### src/rtl/uart_packet_parser.sv
// Framing stage behind the UART receiver: hunts SOF, collects CMD/LEN/payload/CHK,
// presents validated packets on a valid/ready port and pulses one-cycle error flags.
module uart_packet_parser #(
  parameter int         MAX_PAYLOAD    = 8,
  parameter logic [7:0] SOF_BYTE       = 8'hA5,
  parameter int         TIMEOUT_CYCLES = 1_000_000
) (
  input  logic                     clk,
  input  logic                     reset_n,
  input  logic [7:0]               rx_data,
  input  logic                     rx_valid,
  input  logic                     rx_frame_error,
  output logic                     pkt_valid,
  input  logic                     pkt_ready,
  output logic [7:0]               pkt_cmd,
  output logic [7:0]               pkt_len,
  output logic [8*MAX_PAYLOAD-1:0] pkt_data,
  output logic                     err_frame,
  output logic                     err_chk,
  output logic                     err_len,
  output logic                     err_timeout,
  output logic                     err_drop
);

  localparam logic [7:0] MAXP = 8'(MAX_PAYLOAD);
  // Compare value chosen so the pulse lands TIMEOUT_CYCLES-1 cycles after the
  // last byte's strobe cycle (counter reads 0 the cycle after a byte).
  localparam int TMO_LAST = (TIMEOUT_CYCLES > 3) ? TIMEOUT_CYCLES - 3 : 0;
  localparam int CW       = $clog2(TIMEOUT_CYCLES + 1);

  typedef enum logic [2:0] {
    S_IDLE, S_CMD, S_LEN, S_PAYLOAD, S_CHECK, S_HOLD
  } state_t;

  state_t                        r_state, w_state_nxt;
  logic                          r_fe_q;
  logic [7:0]                    r_cmd, r_len, r_xor, r_idx;
  logic [MAX_PAYLOAD-1:0][7:0]   r_data;
  logic [CW-1:0]                 r_cnt;
  logic                          r_err_frame, r_err_chk, r_err_len, r_err_tmo, r_err_drop;
  logic                          w_fe_rise, w_recv, w_take, w_tmo_hit, w_sof;
  logic                          w_err_chk, w_err_len, w_err_tmo, w_err_drop;

  assign w_fe_rise = rx_frame_error & ~r_fe_q;
  assign w_recv    = (r_state == S_CMD) || (r_state == S_LEN) ||
                     (r_state == S_PAYLOAD) || (r_state == S_CHECK);
  assign w_take    = w_recv & rx_valid & ~w_fe_rise;
  assign w_tmo_hit = (r_cnt == CW'(TMO_LAST));
  assign w_sof     = (r_state == S_IDLE) && rx_valid && (rx_data == SOF_BYTE);

  always_ff @(posedge clk or negedge reset_n) begin
    if (!reset_n) r_state <= S_IDLE;
    else          r_state <= w_state_nxt;
  end

  always_comb begin
    w_state_nxt = r_state;
    w_err_chk   = 1'b0;
    w_err_len   = 1'b0;
    w_err_tmo   = 1'b0;
    w_err_drop  = 1'b0;
    case (r_state)
      S_IDLE: if (w_sof) w_state_nxt = S_CMD;
      S_HOLD: begin
        w_err_drop = rx_valid;
        if (pkt_ready) w_state_nxt = S_IDLE;
      end
      default: begin
        // abort beats a same-cycle byte; a byte beats the timeout
        if (w_fe_rise) w_state_nxt = S_IDLE;
        else if (rx_valid) begin
          case (r_state)
            S_CMD: w_state_nxt = S_LEN;
            S_LEN: begin
              if (rx_data > MAXP) begin
                w_err_len   = 1'b1;
                w_state_nxt = S_IDLE;
              end else if (rx_data == 8'd0) w_state_nxt = S_CHECK;
              else                          w_state_nxt = S_PAYLOAD;
            end
            S_PAYLOAD: if (r_idx + 8'd1 == r_len) w_state_nxt = S_CHECK;
            S_CHECK: begin
              if (rx_data == r_xor) w_state_nxt = S_HOLD;
              else begin
                w_err_chk   = 1'b1;
                w_state_nxt = S_IDLE;
              end
            end
            default: w_state_nxt = S_IDLE;
          endcase
        end else if (w_tmo_hit) begin
          w_err_tmo   = 1'b1;
          w_state_nxt = S_IDLE;
        end
      end
    endcase
  end

  always_ff @(posedge clk or negedge reset_n) begin
    if (!reset_n) begin
      r_fe_q      <= 1'b0;
      r_cmd       <= '0;
      r_len       <= '0;
      r_xor       <= '0;
      r_idx       <= '0;
      r_data      <= '0;
      r_cnt       <= '0;
      r_err_frame <= 1'b0;
      r_err_chk   <= 1'b0;
      r_err_len   <= 1'b0;
      r_err_tmo   <= 1'b0;
      r_err_drop  <= 1'b0;
    end else begin
      r_fe_q      <= rx_frame_error;
      r_err_frame <= w_fe_rise;
      r_err_chk   <= w_err_chk;
      r_err_len   <= w_err_len;
      r_err_tmo   <= w_err_tmo;
      r_err_drop  <= w_err_drop;
      r_cnt       <= (w_recv && !rx_valid && !w_tmo_hit) ? r_cnt + 1'b1 : '0;
      if (w_sof) begin
        r_data <= '0;
        r_xor  <= '0;
        r_idx  <= '0;
      end
      if (w_take) begin
        case (r_state)
          S_CMD: begin
            r_cmd <= rx_data;
            r_xor <= r_xor ^ rx_data;
          end
          S_LEN: begin
            if (rx_data <= MAXP) begin
              r_len <= rx_data;
              r_xor <= r_xor ^ rx_data;
            end
          end
          S_PAYLOAD: begin
            for (int i = 0; i < MAX_PAYLOAD; i++)
              if (r_idx == 8'(i)) r_data[i] <= rx_data;
            r_xor <= r_xor ^ rx_data;
            r_idx <= r_idx + 8'd1;
          end
          default: ;
        endcase
      end
    end
  end

  assign pkt_valid   = (r_state == S_HOLD);
  assign pkt_cmd     = r_cmd;
  assign pkt_len     = r_len;
  assign pkt_data    = r_data;
  assign err_frame   = r_err_frame;
  assign err_chk     = r_err_chk;
  assign err_len     = r_err_len;
  assign err_timeout = r_err_tmo;
  assign err_drop    = r_err_drop;

endmodule

### config.mk
export PLATFORM = sky130hd
export DESIGN_NAME = uart_packet_parser
export DESIGN_NICKNAME = d
export VERILOG_FILES = /design/src/rtl/uart_packet_parser.sv
export SDC_FILE = /design/constraint.sdc
export NUM_CORES = 1
export LEC_CHECK = 0
export ABC_AREA = 1
export BUFFER_PORTS_ARGS = -buffer_cell sky130_fd_sc_hd__buf_2
export CAP_MARGIN = 20
export CORE_UTILIZATION = 50
export DETAILED_ROUTE_END_ITERATION = 7
export MAX_ROUTING_LAYER = met4
export PLACE_DENSITY = 0.72
export SYNTH_ARGS = -nofsm -noshare
export SYNTH_HDL_FRONTEND = slang
export SYNTH_SLANG_ARGS = --single-unit
### constraint.sdc
create_clock -name clk -period 2.1 [get_ports clk]
set_input_delay 0.105 -clock clk [delete_from_list [all_inputs] [get_ports clk]]
set_output_delay 0.105 -clock clk [all_outputs]
set_load 0.05 [all_outputs]
==> flow_summary.yaml, run 1 <==
run_status:
  outcome: "completed"
timing:
  drv_slew: 0
  fin_ws_ps: 163
  post-route-min-period_ps: 1940
  setup_viol: 0
  relSlewSlack_pct: 49.4
  finalCritPeriodShare_pct: 92.3
  fin_tns_setup_ps: 0
  tightest_slew_ps: 751
  hold_violations: 0
  finClkSkew_ps: 8.23
  max_freq_mhz: 516
yosys:
  seq_area_frac_synth_pct: 53.4
  synthCells: 657
  syn_area_per_cell_um2: 8.91
  ys_ff_latch: 125
  ys_warn_count: 0
  ys_types: 34
  syn_nets: 676
  syn_area_um2: 5850
routing:
  avgViaCountPerCell: 5.49
  drt-total-wl_um: 14800
  drc: 0
  drtIter0Drc: 469
  num_vias: 5048
  drt-pass1-iter-count: 5
  avgRoutedWirePerCell_um: 16.1
  ant_nets: 0
floorplanning:
  start_util_pct: 51.3
  fp.dieH_um: 110
  die_area_um2: 12100
  io_pins: 99
  core-area_um2: 11400
  die_w_um: 110
  fp-row-count: 39
global_route:
  grt_pass1_wl_um: 23900
  antenna_found_initial: 0
  grt_max_degree: 126
  grtUsageMet2_pct: 41.8
  globalRouteTotalUtil_pct: 27.3
  use_met3_pct: 5.47
  globalRouteMet1Util_pct: 34.8
  grt_pass1_vias: 4746
  top_usage_layer: "met2"
  overflow: 0
layout:
  instances_no_fill: 919
  synthToLayoutAreaGrowth_pct: 21.6
  final_cell_mix: "124 x dfrtp_1, 114 x nand2_1, 97 x buf_2, 92 x nand3_1, 61 x nor2_1"
  drive_above_1_share_pct: 21.8
  fill_cells: 984
  fin_area_um2: 7120
  utilization_pct: 62.3
  nets: 784
  num_antenna_cells: 0
  final_common_cell: "dfrtp_1"
placed_design:
  dp.cells: 886
  pre_cts_slack_ps: 190
  hpwl_um: 10300
  place_congestion: 0.905
  placed_area_um2: 6470
  io_buffers: 98
worst_setup_path:
  path_cells: "nor4_4, nand3_2, nor3_2, nand2_2, nand3_1, o21ai_1"
  worstReg2RegEnd: "pkt_data[18]"
  rrSetupSlack_ps: 160
  crit_buf_inv: 0
  cp_slowest_cell: "dfrtp_1"
  cp.required_ps: 2390
  cp.arrival_ps: 2230
  cp.depth: 6
  r2r_cells: 6
  path_delay_family: "simple AND/OR/NAND/NOR gates"
  cpPeakStageDelay_ps: 460
  path_max_fanout: 14
  end_kind: "register"
  r2r_start: "r_idx[5]"
  criticalPathCategory: "register to register"
  cp-start-kind: "register"
min_path:
  worstHoldStart: "rx_data[2]"
  holdPathEnd: "pkt_len[2]"
  min_path_cells: 3
  hp-class: "input pin to register"
clock_network:
  cts_buffer_depth: 2
  htree_levels: 4
  clk_latency_ps: 420
  cts_sinks: 125
  cts-root-buf: "clkbuf_16"
  cts_tree: "yes"
  post_cts_buffers: 0
  cts_buffers: 17
  clk_pin_slew_worst_paths_ps: 60
power:
  power.density_nw_per_um2: 1140
  peakVddDrop_mv: 0.631
  leakage_nw: 3.60
flow_run:
  cap_violations: 0
-- cell usage after synthesis --
cell type / n / area (µm²)
dfrtp_1: 125 / 3130
nand2_1: 114 / 428
nand3_1: 92 / 460
nor2_1: 62 / 233
inv_1: 60 / 225
o21ai_1: 47 / 235
a22oi_1: 17 / 128
o21ai_0: 17 / 85.1
xnor2_1: 13 / 114
a21oi_1: 11 / 55.1
nor3_1: 9 / 45.0
nor3_2: 9 / 90.1
nand2_2: 8 / 50.1
o31ai_1: 8 / 60.1
buf_2: 7 / 35.0
buf_6: 7 / 78.8
nand4_1: 7 / 43.8
ha_1: 6 / 75.1
xor2_1: 5 / 43.8
inv_2: 4 / 15.0
nor2_2: 4 / 25.0
nor4_1: 4 / 25.0
buf_1: 3 / 11.3
clkbuf_1: 3 / 11.3
nor3b_1: 3 / 22.5
nand3_2: 2 / 20.0
nor3_4: 2 / 32.5
o22ai_1: 2 / 12.5
a31o_2: 1 / 8.76
a31oi_1: 1 / 6.26
and3_1: 1 / 6.26
buf_4: 1 / 7.51
nor4_4: 1 / 21.3
o41ai_2: 1 / 16.3
-- worst max path at each step --
stage | startpoint | end | slack (ps)
2_1_floorplan | r_state[1] | r_state[0] | 110
5_1_grt | r_idx[0] | r_state[1] | -4
3_3_place_gp | r_idx[0] | r_state[1] | 210
4_1_cts | r_idx[0] | r_state[1] | 150
6_report | r_idx[5] | pkt_data[18] | 160
3_5_place_dp | r_idx[0] | r_state[1] | 190
-- metal layers --
metal	routed length, µm	vias to the layer above
met2	6980	175
met3	843	33
met1	6500	2404
li1	-	2436
met4	445	0
met5	0	-
-- per-stage QoR --
step	total power [W]	hold WS, ps
after global placement	0.00503	229
after floorplan	0.00451	-191
after detailed placement	0.00509	229
after global routing	0.00853	55.6
final	0.00810	27.2
after CTS	0.00812	13.6
-- worst register-to-register path, delay by kind of cell, from the launching register on --
family	cells	cell delay [ps]
DFF	1	460
and+or+nand+nor	5	1280
AOI/OAI and AO/OA	1	70
-- sequential cells by signal (all words and copies together), names as in the netlist --
| name | flops |
|---|---|
| err_drop | 1 |
| r_idx | 8 |
| r_fe_q | 1 |
| pkt_data | 64 |
| err_chk | 1 |
| r_xor | 8 |
| pkt_len | 8 |
| pkt_cmd | 8 |
| r_state | 3 |
| r_cnt | 20 |
| err_len | 1 |
| err_timeout | 1 |
| err_frame | 1 |
-- report_power, final --
part | switching, W | internal (W)
Sequential | 0.000283 | 0.00271
Clock | 0.000995 | 0.00200
Combinational | 0.00151 | 0.000591
Total | 0.00279 | 0.00531
-- cells by family (layout without fill, tap and decap cells) --
family	after synthesis	in the layout	synth area share, %
fa+ha+maj	6	6	1.28
flops	125	125	53.4
buf+inv	85	204	6.56
compound gates	105	105	10.4
xor+xnor	18	18	2.69
simple gates	318	318	25.7
-- what timing repair did --
item / in CTS / in global routing
hold endpoints to repair: 128 / 0
endpoints found under the setup margin: 0 / 3
hold buffers: 3 / 0
resized for setup: 0 / 2
-- cell type report --
class	instances	area [µm²]	area share (%)
Clock inverter	6	108	1.51
Timing Repair Buffer	110	616	8.65
Tap cell	143	179	2.51
Multi-Input combinational cell	447	2340	32.9
Clock buffer	24	502	7.05
Inverter	64	240	3.37
Sequential cell	125	3130	44.0
Power figures use the tool's default switching activity.
==> run 2, diff against run 1 <==
==> constraint.sdc (replaced) <==
create_clock -name clk -period 2.1 [get_ports clk]
set_input_delay 0.21 -clock clk [delete_from_list [all_inputs] [get_ports clk]]
set_output_delay 0.21 -clock clk [all_outputs]
set_load 0.05 [all_outputs]
==> run 2 against run 1 <==
- wire length grew 2.3%
- die area is the same
- power shrank 2.2%
- largest cell class unchanged
- highest routed layer unchanged
==> flow_summary.yaml, run 2 (same netlist as run 1, synthesis figures left out) <==
timing:
  setup_viol: 0
  tightest_slew_ps: 780
  finalCritPeriodShare_pct: 92.6
  post-route-min-period_ps: 1950
  max_freq_mhz: 514
  relSlewSlack_pct: 47.4
  finClkSkew_ps: 9.73
  hold_violations: 0
  whs_ps: 145
  drv_slew: 0
routing:
  drc: 0
  highest_layer: "met4"
  ant_nets: 0
  met3_length_um: 789
  num_vias: 5112
  drt-pass1-iter-count: 6
  route.met2.wl_um: 7310
  avgRoutedWirePerCell_um: 16.4
  avgViaCountPerCell: 5.54
  drt-total-wl_um: 15100
  drtIter0Drc: 394
  wl_met1_um: 6630
worst_setup_path:
  cp-start-kind: "input pin"
  path_max_fanout: 12
  cp.arrival_ps: 2210
  criticalPathCategory: "input pin to register"
  end_kind: "register"
  r2r_cells: 12
  cp.required_ps: 2370
flow_run:
  cap_violations: 0
floorplanning:
  die_w_um: 110
  die_area_um2: 12100
  core-area_um2: 11400
  io_pins: 99
  fp-row-count: 39
  fp.dieH_um: 110
  start_util_pct: 51.3
layout:
  fin_area_um2: 7110
  drive_above_1_share_pct: 22.3
  final_cell_mix: "125 x dfrtp_1, 114 x nand2_1, 97 x buf_2, 92 x nand3_1"
  largest_reg_flops: 64
  final_common_cell: "dfrtp_1"
  synthToLayoutAreaGrowth_pct: 21.4
  instances_no_fill: 923
  num_antenna_cells: 0
  nets: 787
global_route:
  globalRouteTotalUtil_pct: 27.3
  antenna_found_initial: 0
  grt_pass1_wl_um: 24000
  overflow: 0
  grt_pass1_vias: 4924
  grt_max_degree: 73
power:
  power.density_nw_per_um2: 1110
  leakage_nw: 3.60
  peakVddDrop_mv: 0.567
placed_design:
  placed_area_um2: 6520
  io_buffers: 98
  place_congestion: 0.902
  hpwl_um: 10600
  dp.cells: 890
clock_network:
  clk_latency_ps: 420
  cts_sinks: 125
  cts-root-buf: "clkbuf_16"
  htree_levels: 4
  cts_buffers: 17
  clk_pin_slew_worst_paths_ps: 50
  cts_buffer_depth: 2
  cts_tree: "yes"
min_path:
  hp-class: "input pin to register"
  min_path_cells: 3
run_status:
  outcome: "completed"
run 2: cell types whose count changed in the layout (fill, tap and decap cells not counted):
| cell | before | now |
|---|---|---|
| dfrtp_2 | 1 | 0 |
| buf_12 | 2 | 3 |
| inv_6 | 0 | 1 |
| clkinv_4 | 0 | 2 |
| dlygate4sd3_1 | 3 | 2 |
| nor2_2 | 5 | 6 |
| dfrtp_1 | 124 | 125 |
| clkinv_2 | 2 | 5 |
| bufinv_16 | 3 | 2 |
| clkbuf_8 | 5 | 1 |
| nor2_1 | 61 | 60 |
| buf_4 | 8 | 11 |
run 2: worst max-delay path, cell delays in order:
cell           delay, ps
dlygate4sd3_1        530
buf_2                120
inv_1                 40
nor2_1                70
nor2_2               220
inv_1                120
nor2_1               150
inv_1                160
nor2_2               430
o21ai_0              160
run 2: metrics by stage:
stage / TNS, ps / util (%) / power [W] / setup WS [ps]
6_report: 0 / 62.3 / 0.00791 / 155
5_1_grt: -3.52 / 62.3 / 0.00832 / -3.52
4_1_cts: 0 / 62.2 / 0.00793 / 166
3_5_place_dp: 0 / 57.1 / 0.00511 / 174
3_3_place_gp: 0 / 57.1 / 0.00503 / 305
2_1_floorplan: 0 / - / 0.00451 / 105
run 2: repair_timing:
item | CTS | global route
gates resized for setup | 0 | 2
hold buffers | 2 | 0
hold endpoints to repair | 39 | 0
setup endpoints to repair | 0 | 4
setup buffers | 0 | 0
run 2: final cells by class:
type / instances / area (µm²)
Clock buffer: 20 / 447
Clock inverter: 11 / 119
Fill cell: 972 / 4310
Timing Repair Buffer: 113 / 648
Sequential cell: 125 / 3130
Inverter: 64 / 240
Multi-Input combinational cell: 447 / 2350
Tap cell: 143 / 179
run 2: final timing paths:
path | from | end | slack, ps
max | rx_frame_error | pkt_len[2] | 150
min | rx_data[3] | pkt_len[3] | 140
max reg2reg | r_idx[0] | r_state[0] | 190
min reg2reg | r_fe_q | err_frame | 470
max in group asynchronous | reset_n | pkt_data[13] | 1130
min in group asynchronous | reset_n | pkt_data[27] | 330
run 2: where the power goes:
part | leakage, nW | internal (W) | switching [W]
combinational | 1.65 | 0.000597 | 0.00151
clock | 0.280 | 0.00176 | 0.00105
sequential | 1.67 | 0.00271 | 0.000283
run 2: per-layer routing:
metal	track usage, %	vias to the layer above
met5	-	-
met4	12.6	0
met3	5.58	29
met2	43.8	178
met1	33.4	2472
li1	-	2433
==> run 3, diff against run 2 <==
- ABC_CLOCK_PERIOD_IN_PS: default -> 2300
- clock period: 2.1 -> 2.3 ns (I/O delays scaled with it)
==> run 3 against run 2 <==
- worst hold slack gained 13 ps
- clock skew is essentially flat
- highest routed layer unchanged
- sequential power shrank 8.7%
- largest power group unchanged
- first-iteration DRC count grew 17%
- critical path depth grew 2
- largest cell class unchanged
- final cell count shrank 0.33%
==> flow_summary.yaml, run 3 (same netlist as run 1, synthesis figures left out) <==
global_route:
  overflow: 0
  antenna_found_initial: 0
  grt_pass1_wl_um: 23600
  top_usage_layer: "met2"
  grtUsageMet2_pct: 42.5
  globalRouteTotalUtil_pct: 27.0
  use_met3_pct: 5.47
  grt_pass1_vias: 4682
  grt_max_degree: 74
  globalRouteMet1Util_pct: 34.7
power:
  peakVddDrop_mv: 0.655
  leakage_nw: 3.60
  power.density_nw_per_um2: 1040
worst_setup_path:
  cp-start-kind: "register"
  cp_slowest_cell: "dfrtp_1"
  r2r_start: "r_idx[0]"
  rrSetupSlack_ps: 280
  r2r_cells: 12
  cp.arrival_ps: 2330
  worstReg2RegEnd: "r_state[2]"
  end_kind: "register"
  cpPeakStageDelay_ps: 430
  cp.required_ps: 2600
  startpoint: "r_idx[0]"
  criticalPathCategory: "register to register"
  path_cells: "inv_1, ha_1, xnor2_1, nand2_1, nor2_1, nand2_1, nor2_1, nand3_1, nand2_1, nand2_1, nand2_1, nand2_1"
  crit_path_end: "r_state[2]"
  path_max_fanout: 5
  crit_top_cell: "nand2_1"
placed_design:
  io_buffers: 98
  hpwl_um: 10500
  place_congestion: 0.897
  dp.cells: 887
clock_network:
  cts-root-buf: "clkbuf_16"
  ctsHoldBuffers: 2
  post_cts_buffers: 0
  htree_levels: 4
  cts_tree: "yes"
  cts_buffer_depth: 2
  clk_latency_ps: 420
  cts_buffers: 17
  cts_sinks: 125
  clk_pin_slew_worst_paths_ps: 50
  cts.repair.resized: 0
floorplanning:
  die_area_um2: 12100
  fp-row-count: 39
  start_util_pct: 51.3
  core-area_um2: 11400
  io_pins: 99
  fp.dieH_um: 110
  die_w_um: 110
routing:
  avgViaCountPerCell: 5.58
  avgRoutedWirePerCell_um: 16.2
  ant_nets: 0
  drc: 0
  drtIter0Drc: 461
  drt-total-wl_um: 14900
  drt-pass1-iter-count: 7
  num_vias: 5132
run_status:
  outcome: "completed"
min_path:
  hp-class: "input pin to register"
layout:
  largest_reg_flops: 64
  final_common_cell: "dfrtp_1"
  final_cell_mix: "125 x dfrtp_1, 114 x nand2_1, 97 x buf_2, 92 x nand3_1, 62 x nor2_1"
  nets: 784
  instances_no_fill: 920
  utilization_pct: 62.3
  drive_above_1_share_pct: 21.9
  synthToLayoutAreaGrowth_pct: 21.5
  num_antenna_cells: 0
  fill_cells: 958
timing:
  drv_slew: 0
  setup_viol: 0
  max_freq_mhz: 494
  fin_tns_setup_ps: 0
  tightest_slew_ps: 724
  post-route-min-period_ps: 2020
  relSlewSlack_pct: 51.2
  finalCritPeriodShare_pct: 87.9
  rsz0062_at_grt: "no"
  hold_violations: 0
  finClkSkew_ps: 9.31
flow_run:
  cap_violations: 0
run 3: cell types whose count changed in the layout (fill, tap and decap cells not counted), moves of 2 or more:
cell      change
nor2_2        -2
buf_4         -2
nor2_1        +2
clkinv_2      -2
clkbuf_8      +2
run 3: per-stage QoR:
| step | hold slack [ps] | worst slack [ps] | total power, W | cell area (µm²) |
|---|---|---|---|---|
| finish | 158 | 277 | 0.00738 | 7110 |
| detailed placement | 226 | 310 | 0.00467 | 6480 |
| global placement | 213 | 416 | 0.00459 | 6480 |
| global route | 167 | 98.7 | 0.00775 | 7110 |
| floorplan | -65.6 | 305 | 0.00412 | 5850 |
| CTS | 150 | 282 | 0.00742 | 7110 |
run 3: per-layer routing:
metal	vias up	routed length (µm)
met3	26	1030
met4	0	261
li1	2436	-
met2	218	7130
met1	2452	6520
met5	-	0
run 3: critical path: cells and delay by family, from the launching register on:
kind                     cells  cell delay, ps
AND/OR/NAND/NOR              9             800
XOR/XNOR                     1             200
buffers and inverters        1             130
flip-flops                   1             430
adder cells (fa/ha/maj)      1             350
run 3: cell type report:
cell class	instances	area (µm²)	share of cell area [%]
multi-input cells	447	2340	32.9
repair buffers	110	613	8.62
flip-flops and latches	125	3130	44.0
clock buffers	21	470	6.62
inverters	64	240	3.38
well taps	143	179	2.52
clock inverters	10	139	1.95
run 3: worst min path at each step:
stage / startpoint / end / slack, ps / depth (start not counted)
after global placement: reset_n / pkt_data[27] / 210 / 1
final: rx_data[2] / pkt_len[2] / 160 / 3
after CTS: rx_data[2] / pkt_len[2] / 150 / 3
after global routing: rx_data[2] / pkt_len[2] / 170 / 3
after detailed placement: reset_n / pkt_data[25] / 230 / 1
after floorplan: reset_n / err_chk / -70 / 0
run 3: power by group:
group          internal, W  leakage, nW  total (W)  switching, W
clock              0.00178        0.299    0.00273      0.000946
sequential         0.00247         1.67    0.00273      0.000262
combinational     0.000537         1.63    0.00192       0.00139
total              0.00479         3.60    0.00738       0.00259
